==> src/rtl/voice_scan_mux.sv <==
// Snapshots 24 voice buses and streams them out one slot per valid/ready handshake,
// producing a per-frame unsigned sum of the snapshot for the mix/level path.
module voice_scan_mux #(
  parameter int DATA_W   = 8,
  parameter int IDLE_GAP = 0
) (
  input  logic              clk,
  input  logic              rst,
  input  logic              enable,
  input  logic [DATA_W-1:0] in0,
  input  logic [DATA_W-1:0] in1,
  input  logic [DATA_W-1:0] in2,
  input  logic [DATA_W-1:0] in3,
  input  logic [DATA_W-1:0] in4,
  input  logic [DATA_W-1:0] in5,
  input  logic [DATA_W-1:0] in6,
  input  logic [DATA_W-1:0] in7,
  input  logic [DATA_W-1:0] in8,
  input  logic [DATA_W-1:0] in9,
  input  logic [DATA_W-1:0] in10,
  input  logic [DATA_W-1:0] in11,
  input  logic [DATA_W-1:0] in12,
  input  logic [DATA_W-1:0] in13,
  input  logic [DATA_W-1:0] in14,
  input  logic [DATA_W-1:0] in15,
  input  logic [DATA_W-1:0] in16,
  input  logic [DATA_W-1:0] in17,
  input  logic [DATA_W-1:0] in18,
  input  logic [DATA_W-1:0] in19,
  input  logic [DATA_W-1:0] in20,
  input  logic [DATA_W-1:0] in21,
  input  logic [DATA_W-1:0] in22,
  input  logic [DATA_W-1:0] in23,
  output logic [DATA_W-1:0] out_data,
  output logic [4:0]        out_sel,
  output logic              out_valid,
  input  logic              out_ready,
  output logic              out_first,
  output logic              out_last,
  output logic [DATA_W+4:0] mix_sum,
  output logic              mix_valid,
  output logic              busy
);

  localparam int SUM_W = DATA_W + 5;

  typedef enum logic [2:0] {IDLE, CAPTURE, SEND, DONE, GAP} state_t;

  state_t            state;
  logic [DATA_W-1:0] in_bus [24];
  logic [DATA_W-1:0] bank   [24];
  logic [4:0]        slot;
  logic [SUM_W-1:0]  acc;
  logic [SUM_W-1:0]  acc_next;
  logic [7:0]        gap_cnt;

  assign in_bus = '{in0,  in1,  in2,  in3,  in4,  in5,  in6,  in7,
                    in8,  in9,  in10, in11, in12, in13, in14, in15,
                    in16, in17, in18, in19, in20, in21, in22, in23};

  assign acc_next = acc + SUM_W'(out_data);

  // Snapshot bank needs no reset; it is always written before it is read.
  always_ff @(posedge clk) begin
    if (state == CAPTURE) begin
      for (int k = 0; k < 24; k++) begin
        bank[k] <= in_bus[k];
      end
    end
  end

  always_ff @(posedge clk) begin
    if (rst) begin
      state     <= IDLE;
      out_valid <= 1'b0;
      out_first <= 1'b0;
      out_last  <= 1'b0;
      mix_valid <= 1'b0;
      busy      <= 1'b0;
      out_data  <= '0;
      out_sel   <= '0;
      mix_sum   <= '0;
      slot      <= '0;
      acc       <= '0;
      gap_cnt   <= '0;
    end else begin
      mix_valid <= 1'b0;
      case (state)
        IDLE: begin
          if (enable) begin
            state <= CAPTURE;
            busy  <= 1'b1;
          end
        end
        CAPTURE: begin
          slot      <= '0;
          acc       <= '0;
          out_valid <= 1'b1;
          out_sel   <= '0;
          out_data  <= in_bus[0];
          out_first <= 1'b1;
          out_last  <= 1'b0;
          state     <= SEND;
        end
        SEND: begin
          if (out_ready) begin
            acc <= acc_next;
            if (slot == 5'd23) begin
              mix_sum   <= acc_next;
              mix_valid <= 1'b1;
              out_valid <= 1'b0;
              out_first <= 1'b0;
              out_last  <= 1'b0;
              state     <= DONE;
            end else begin
              slot      <= slot + 5'd1;
              out_sel   <= slot + 5'd1;
              out_data  <= bank[slot + 5'd1];
              out_first <= 1'b0;
              out_last  <= (slot == 5'd22);
            end
          end
        end
        DONE: begin
          if (IDLE_GAP > 0) begin
            gap_cnt <= 8'(IDLE_GAP - 1);
            state   <= GAP;
          end else begin
            state <= enable ? CAPTURE : IDLE;
            busy  <= enable;
          end
        end
        GAP: begin
          if (gap_cnt == 8'd0) begin
            state <= enable ? CAPTURE : IDLE;
            busy  <= enable;
          end else begin
            gap_cnt <= gap_cnt - 8'd1;
          end
        end
        default: begin
          state <= IDLE;
          busy  <= 1'b0;
        end
      endcase
    end
  end

endmodule

==> config.mk <==
export PLATFORM = sky130hd
export DESIGN_NAME = voice_scan_mux
export DESIGN_NICKNAME = d
export VERILOG_FILES = /design/src/rtl/voice_scan_mux.sv
export SDC_FILE = /design/constraint.sdc
export NUM_CORES = 1
export LEC_CHECK = 0
export BUFFER_PORTS_ARGS = -buffer_cell sky130_fd_sc_hd__buf_4
export CORE_MARGIN = 2
export CORE_UTILIZATION = 36
export CTS_CLUSTER_DIAMETER = 150
export DETAILED_ROUTE_END_ITERATION = 8
export PLACE_DENSITY = 0.66
export SETUP_SLACK_MARGIN = 0.05
export SYNTH_ARGS = -nofsm -noshare
export SYNTH_HDL_FRONTEND = slang
export SYNTH_SLANG_ARGS = --single-unit
==> constraint.sdc <==
create_clock -name clk -period 5.6 [get_ports clk]
set_input_delay 0.84 -clock clk [delete_from_list [all_inputs] [get_ports clk]]
set_output_delay 0.84 -clock clk [all_outputs]
set_load 0.02 [all_outputs]
# Word-level counts from Yosys, hierarchy flattened
# Memories as Yosys holds them, arrays and structs flattened.
# Cells that the tools add are included.
# totals
mem_bits_rw,192
word_cells,70
regBits,55
n_memories,1
output_inout_bits,31
# memory_table
name,depth,word_bits,read_ports,rd_clocked_by_memory_dff,write_ports,line,source
bank,24,8,1,0,24,51,logic [DATA_W-1:0] bank [24];
# classes
n_addsub,3
bitwise,4
n_reduce_logical,12
n_eq_ne,11
n_mux,28
# ops
cell,n
$pmux 13 s2,1
$mux 8,2
$pmux 8 s2,1
$pmux 3 s5,1
$add 13x8->13,1
$mux 13,1
$mux 3,4
$reduce_and 3->1,4
$mux 1,11
$eq 5x5->1 const B,2
$mux 5,2
$ne 2x2->1 const B,5
$pmux 5 s2,1
$logic_not 8->1,1
$sub 8x1->8 const B,1
$eq 3x2->1 const B,2
$pmux 1 s2,3
$add 5x1->5 const B,1
$not 1->1,4
$pmux 1 s4,1
$reduce_and 2->1,2
$reduce_and 4->1,1
$eq 3x1->1 const B,1
$eq 3x3->1 const B,1
4 further kinds,4

# Logic depth before layout (Yosys ltp)
# An unclocked memory read counts as a cell.
# logic_depth
word_depth,5
ltp_mapped,11
ltp_nobuf,8

# Worst setup path after synthesis
# No wires, ideal clock.
# synth_timing
kind,register -> register
start,register state[1]
end,register acc[2]
path_stages_with_launch,8
path_buffers,1
setup_slack_ps,-489
setup_ps,128
t_arrival_ps,5961
path_cell_list,dfxtp_1 inv_1 ha_1 nor2b_1 nor2_1 clkbuf_1 a22oi_1 nor2_1
# synth_between
elab_chain_cells,3
elab_cells_between_ends,6
classes_between,3 x eq/ne; 1 x mux; 2 x reduce/logical
# synth_lines
element,line,source
start: declaration,49,state_t state;
start signal: assignment,129,state <= enable ? CAPTURE : IDLE;
start signal: assignment,135,state <= enable ? CAPTURE : IDLE;
$eq 3x2->1 / $eq 3x1->1 (equally long branches),88,case (state)
$ne 2x2->1 (no line) / $reduce_bool 2->1 (equally long branches),n/a,
$reduce_and 2->1 (no line),n/a,
end signal: assignment,107,acc <= acc_next;
end: declaration,53,logic [SUM_W-1:0] acc;
# Parallel ways exist; a longest one is shown, timed or not.
# A chain may end at the register's enable or synchronous reset.

# Worst setup path in the final report
# layout_timing
start,register slot[0]
end,register out_data[4]
# layout_between
elab_chain_cells,5
elab_cells_between_ends,8
classes_between,1 x add/sub; 2 x eq/ne; 3 x mux; 1 x reduce/logical; 1 x memory
# layout_lines
element,line,source
start: declaration,52,logic [4:0] slot;
start signal: assignment,116,slot <= slot + 5'd1;
$add 5x1->5,118,out_data <= bank[slot + 5'd1];
$mem_v2 24x8,n/a,
$mux 8,108,if (slot == 5'd23) begin
$mux 8,106,if (out_ready) begin
$pmux 8 s2,88,
end signal: assignment,100,out_data <= in_bus[0];
end signal: assignment,118,
end: declaration,34,"output logic [DATA_W-1:0] out_data,"
# Parallel ways exist; a longest one is shown, timed or not. The select of a mux whose other input is x is not followed.

==> impl_metrics.tcl <==
set metrics [dict create \
    cts_tree "yes" \
    synth-seq-cells 238 \
    synth_common_cells "edfxtp_1 (192), nor2_1 (73), mux4_2 (48)" \
    port_buffers 226 \
    min_from "acc[5]$_SDFFE_PP0P_" \
    slew_violations 0 \
    hold_class "reg -> reg" \
    cts-resized-gates 0 \
    placed_cell_area_mm2 0.0119 \
    vdd_drop_max_v 0.000312 \
    netlist_area_mm2 0.00993 \
    routedWlPerCell_um 20.2 \
    clock_power_share_pct 29.5 \
    status "finished, final reports clean" \
    die-area_mm2 0.0289 \
    clock_latency_ps 550 \
    cp_data_required_time_ps 6000 \
    grt_pass1_wl_um 36900 \
    first_pass_iters 5 \
    antenna_found_initial 0 \
    ys_types 55 \
    grt.total_usage_pct 17.1 \
    die_h_um 170 \
    dieWidth_um 170 \
    first_global_vias 6429 \
    worstSetupStartpointType "register" \
    grt_max_degree 71 \
    nNetsFinal 1076 \
    synth.most_common_cell "edfxtp_1" \
    drive_above_1_share_pct 37.1 \
    period_needed_ps 3390 \
    layout_worst_path_cycle_share_pct 60.5 \
    fin_setup_tns_ps 0 \
    clk_pin_slew_ps 60 \
    regToRegStartpoint "slot[0]$_SDFFE_PP0P_" \
    crit_arrival_ps 3790 \
    worst-path-max-fanout 56 \
    boundaryPins 227 \
    syn_nets 854 \
    drc 0 \
    synth_flop_cell "edfxtp_1" \
    coreArea_mm2 0.0270 \
    dr_wl_met2_um 12100 \
    pwr_density_cell_mw_per_mm2 423 \
    yosys.area.top_type_share_pct 58.1 \
    p_comb_share_pct 21.2 \
    hold_viol_final 0 \
    place.gp.congestion 0.782 \
    wl_um 24700 \
    tightestPinTransition_ps 1060 \
    cts.path.max_buffers 3 \
    hold_depth 2 \
    reg2reg_depth 8 \
    holdPathEnd "acc[5]$_SDFFE_PP0P_" \
    postCtsSetupBuffers 0 \
    p_seq_share_pct 49.3 \
    routed-wl-met3_um 1420 \
    dr_total_vias 6309 \
    crit_type "reg -> reg" \
    num_antenna_cells 0 \
    fin_skew_ps 16.1 \
    row_count 60 \
    cts_sinks 238 \
    power.leakage_nw 4.68 \
    relSlewSlack_pct 28.9 \
    synthesis.instances 643 \
    htreeDepth 1 \
    cts_hold_buf 0 \
    wirelength_met1_um 10600 \
    dr.max_layer_used "met4" \
    cts_root_buffer "clkbuf_16" \
    syn2layout_area_growth_pct 27.5 \
    yosys.area.top_type "edfxtp_1" \
    synthArstFlopShare_pct 0 \
    synth_edf_count 192 \
    dp_hpwl_um 18000 \
    post_synth.cell_area_avg_um2 15.4 \
    r2r_slack_ps 2210 \
    reg2reg_to "out_data[4]$_SDFFE_PP0P_" \
    crit_path_end_kind "register" \
    yosysSeqAreaShare_pct 67.4 \
    dr.first_iter.drc_count 429 \
    power.internal_mw 3.83 \
    synth_warnings 0 \
    ant_nets 0 \
    rsz0062_at_grt "no" \
    gr-total-overflow 0 \
    fin_area_mm2 0.0127 \
    vias_per_cell 5.15 \
    maxCapViolations 0 \
    switching_share_pct 28.4 \
    setup_viol 0 \
    switching_power_mw 1.52 \
    start_util_pct 36.7 \
    cts_buffers 26 \
    max_freq_mhz 295 \
    synth_area_leaders "edfxtp_1 (58%), mux4_2 (11%), dfxtp_1 (9.3%)" \
]
-- layer usage --
metal	GRT usage [%]	vias to the layer above
li1	-	2956
met1	22.9	3112
met2	28.2	200
met3	3.56	41
met4	4.79	0
met5	0	-
-- critical path, cell delays in order, from the launching register on --
cell,delay (ps)
dfxtp_4,1030
inv_1,110
ha_2,560
buf_4,520
mux4_2,400
nor2_1,110
nor2_1,70
o22ai_1,240
o22ai_1,110
-- cell type report --
cell class                      count  area [µm²]
Clock buffer                       33         677
Multi-Input combinational cell    356        2970
Clock inverter                     13         108
Tap cell                          341         427
Sequential cell                   238        6690
Timing Repair Buffer              231        1730
Fill cell                        2411       14400
Inverter                           12        45.0
-- worst max path at each step --
| stage | endpoint | from | depth (start not counted) | slack, ps |
|---|---|---|---|---|
| global route | out_data[7]$_SDFFE_PP0P_ | slot[0]$_SDFFE_PP0P_ | 8 | 1930 |
| finish | out_data[4]$_SDFFE_PP0P_ | slot[0]$_SDFFE_PP0P_ | 8 | 2210 |
| detailed placement | out_data[4]$_SDFFE_PP0P_ | slot[0]$_SDFFE_PP0P_ | 8 | 2120 |
| CTS | out_data[4]$_SDFFE_PP0P_ | slot[0]$_SDFFE_PP0P_ | 8 | 2110 |
| floorplan | acc[2]$_SDFFE_PP0P_ | state[1]$_SDFFE_PP0P_ | 7 | 1620 |
| global placement | out_data[4]$_SDFFE_PP0P_ | slot[0]$_SDFFE_PP0P_ | 8 | 2200 |
-- cell families (layout without fill, tap and decap cells) --
kind of cell / count (synthesis) / count (layout) / synth area share [%]
flops: 238 / 238 / 67.4
xor+xnor: 7 / 7 / 0.769
simple gates: 167 / 167 / 8.10
buf+inv: 49 / 289 / 2.85
compound gates: 117 / 117 / 7.86
mux: 50 / 50 / 11.1
fa+ha+maj: 15 / 15 / 1.97
-- cells in the final DEF (no fill, tap or decap), types with 6 or more instances in the layout --
master       n
nand3_1     15
mux4_2      48
a21o_1       6
o21ai_0     14
ha_1        12
edfxtp_1   192
nor2_1      73
o22ai_1     16
a21oi_1     26
inv_1       12
buf_4      231
clkbuf_1     7
clkbuf_16   26
dfxtp_1     45
a22oi_1      6
o211ai_1    12
a22o_1       7
or3_1       10
nand2_1     29
nor3b_1      8
clkinv_1     6
-- registers in the layout, summed over array words and instances, names as in the netlist --
signal and cells:
bank 192, state 2, out_data 8, busy 1, mix_sum 13, acc 13, out_first 1, slot 5
out_valid 1, mix_valid 1, out_last 1
-- per-stage QoR --
stage	setup slack, ps	power, mW	hold slack [ps]	std cells	utilization (%)
3_5_place_dp	2120	3.84	452	1178	43.9
3_3_place_gp	2200	3.82	449	1178	43.9
4_1_cts	2110	5.42	446	1224	46.8
2_1_floorplan	1620	3.42	440	643	-
5_1_grt	1930	5.61	445	1224	46.8
6_report	2210	5.35	457	1224	46.8
-- power groups by stage --
| stage | clock [mW] | combinational, mW | sequential [mW] |
|---|---|---|---|
| global route | 1.69 | 1.24 | 2.69 |
| floorplan | 0 | 0.782 | 2.64 |
| finish | 1.58 | 1.14 | 2.64 |
| detailed placement | 0 | 1.15 | 2.69 |
| CTS | 1.61 | 1.15 | 2.65 |
| global placement | 0 | 1.14 | 2.68 |
Power figures use the tool's default switching activity.
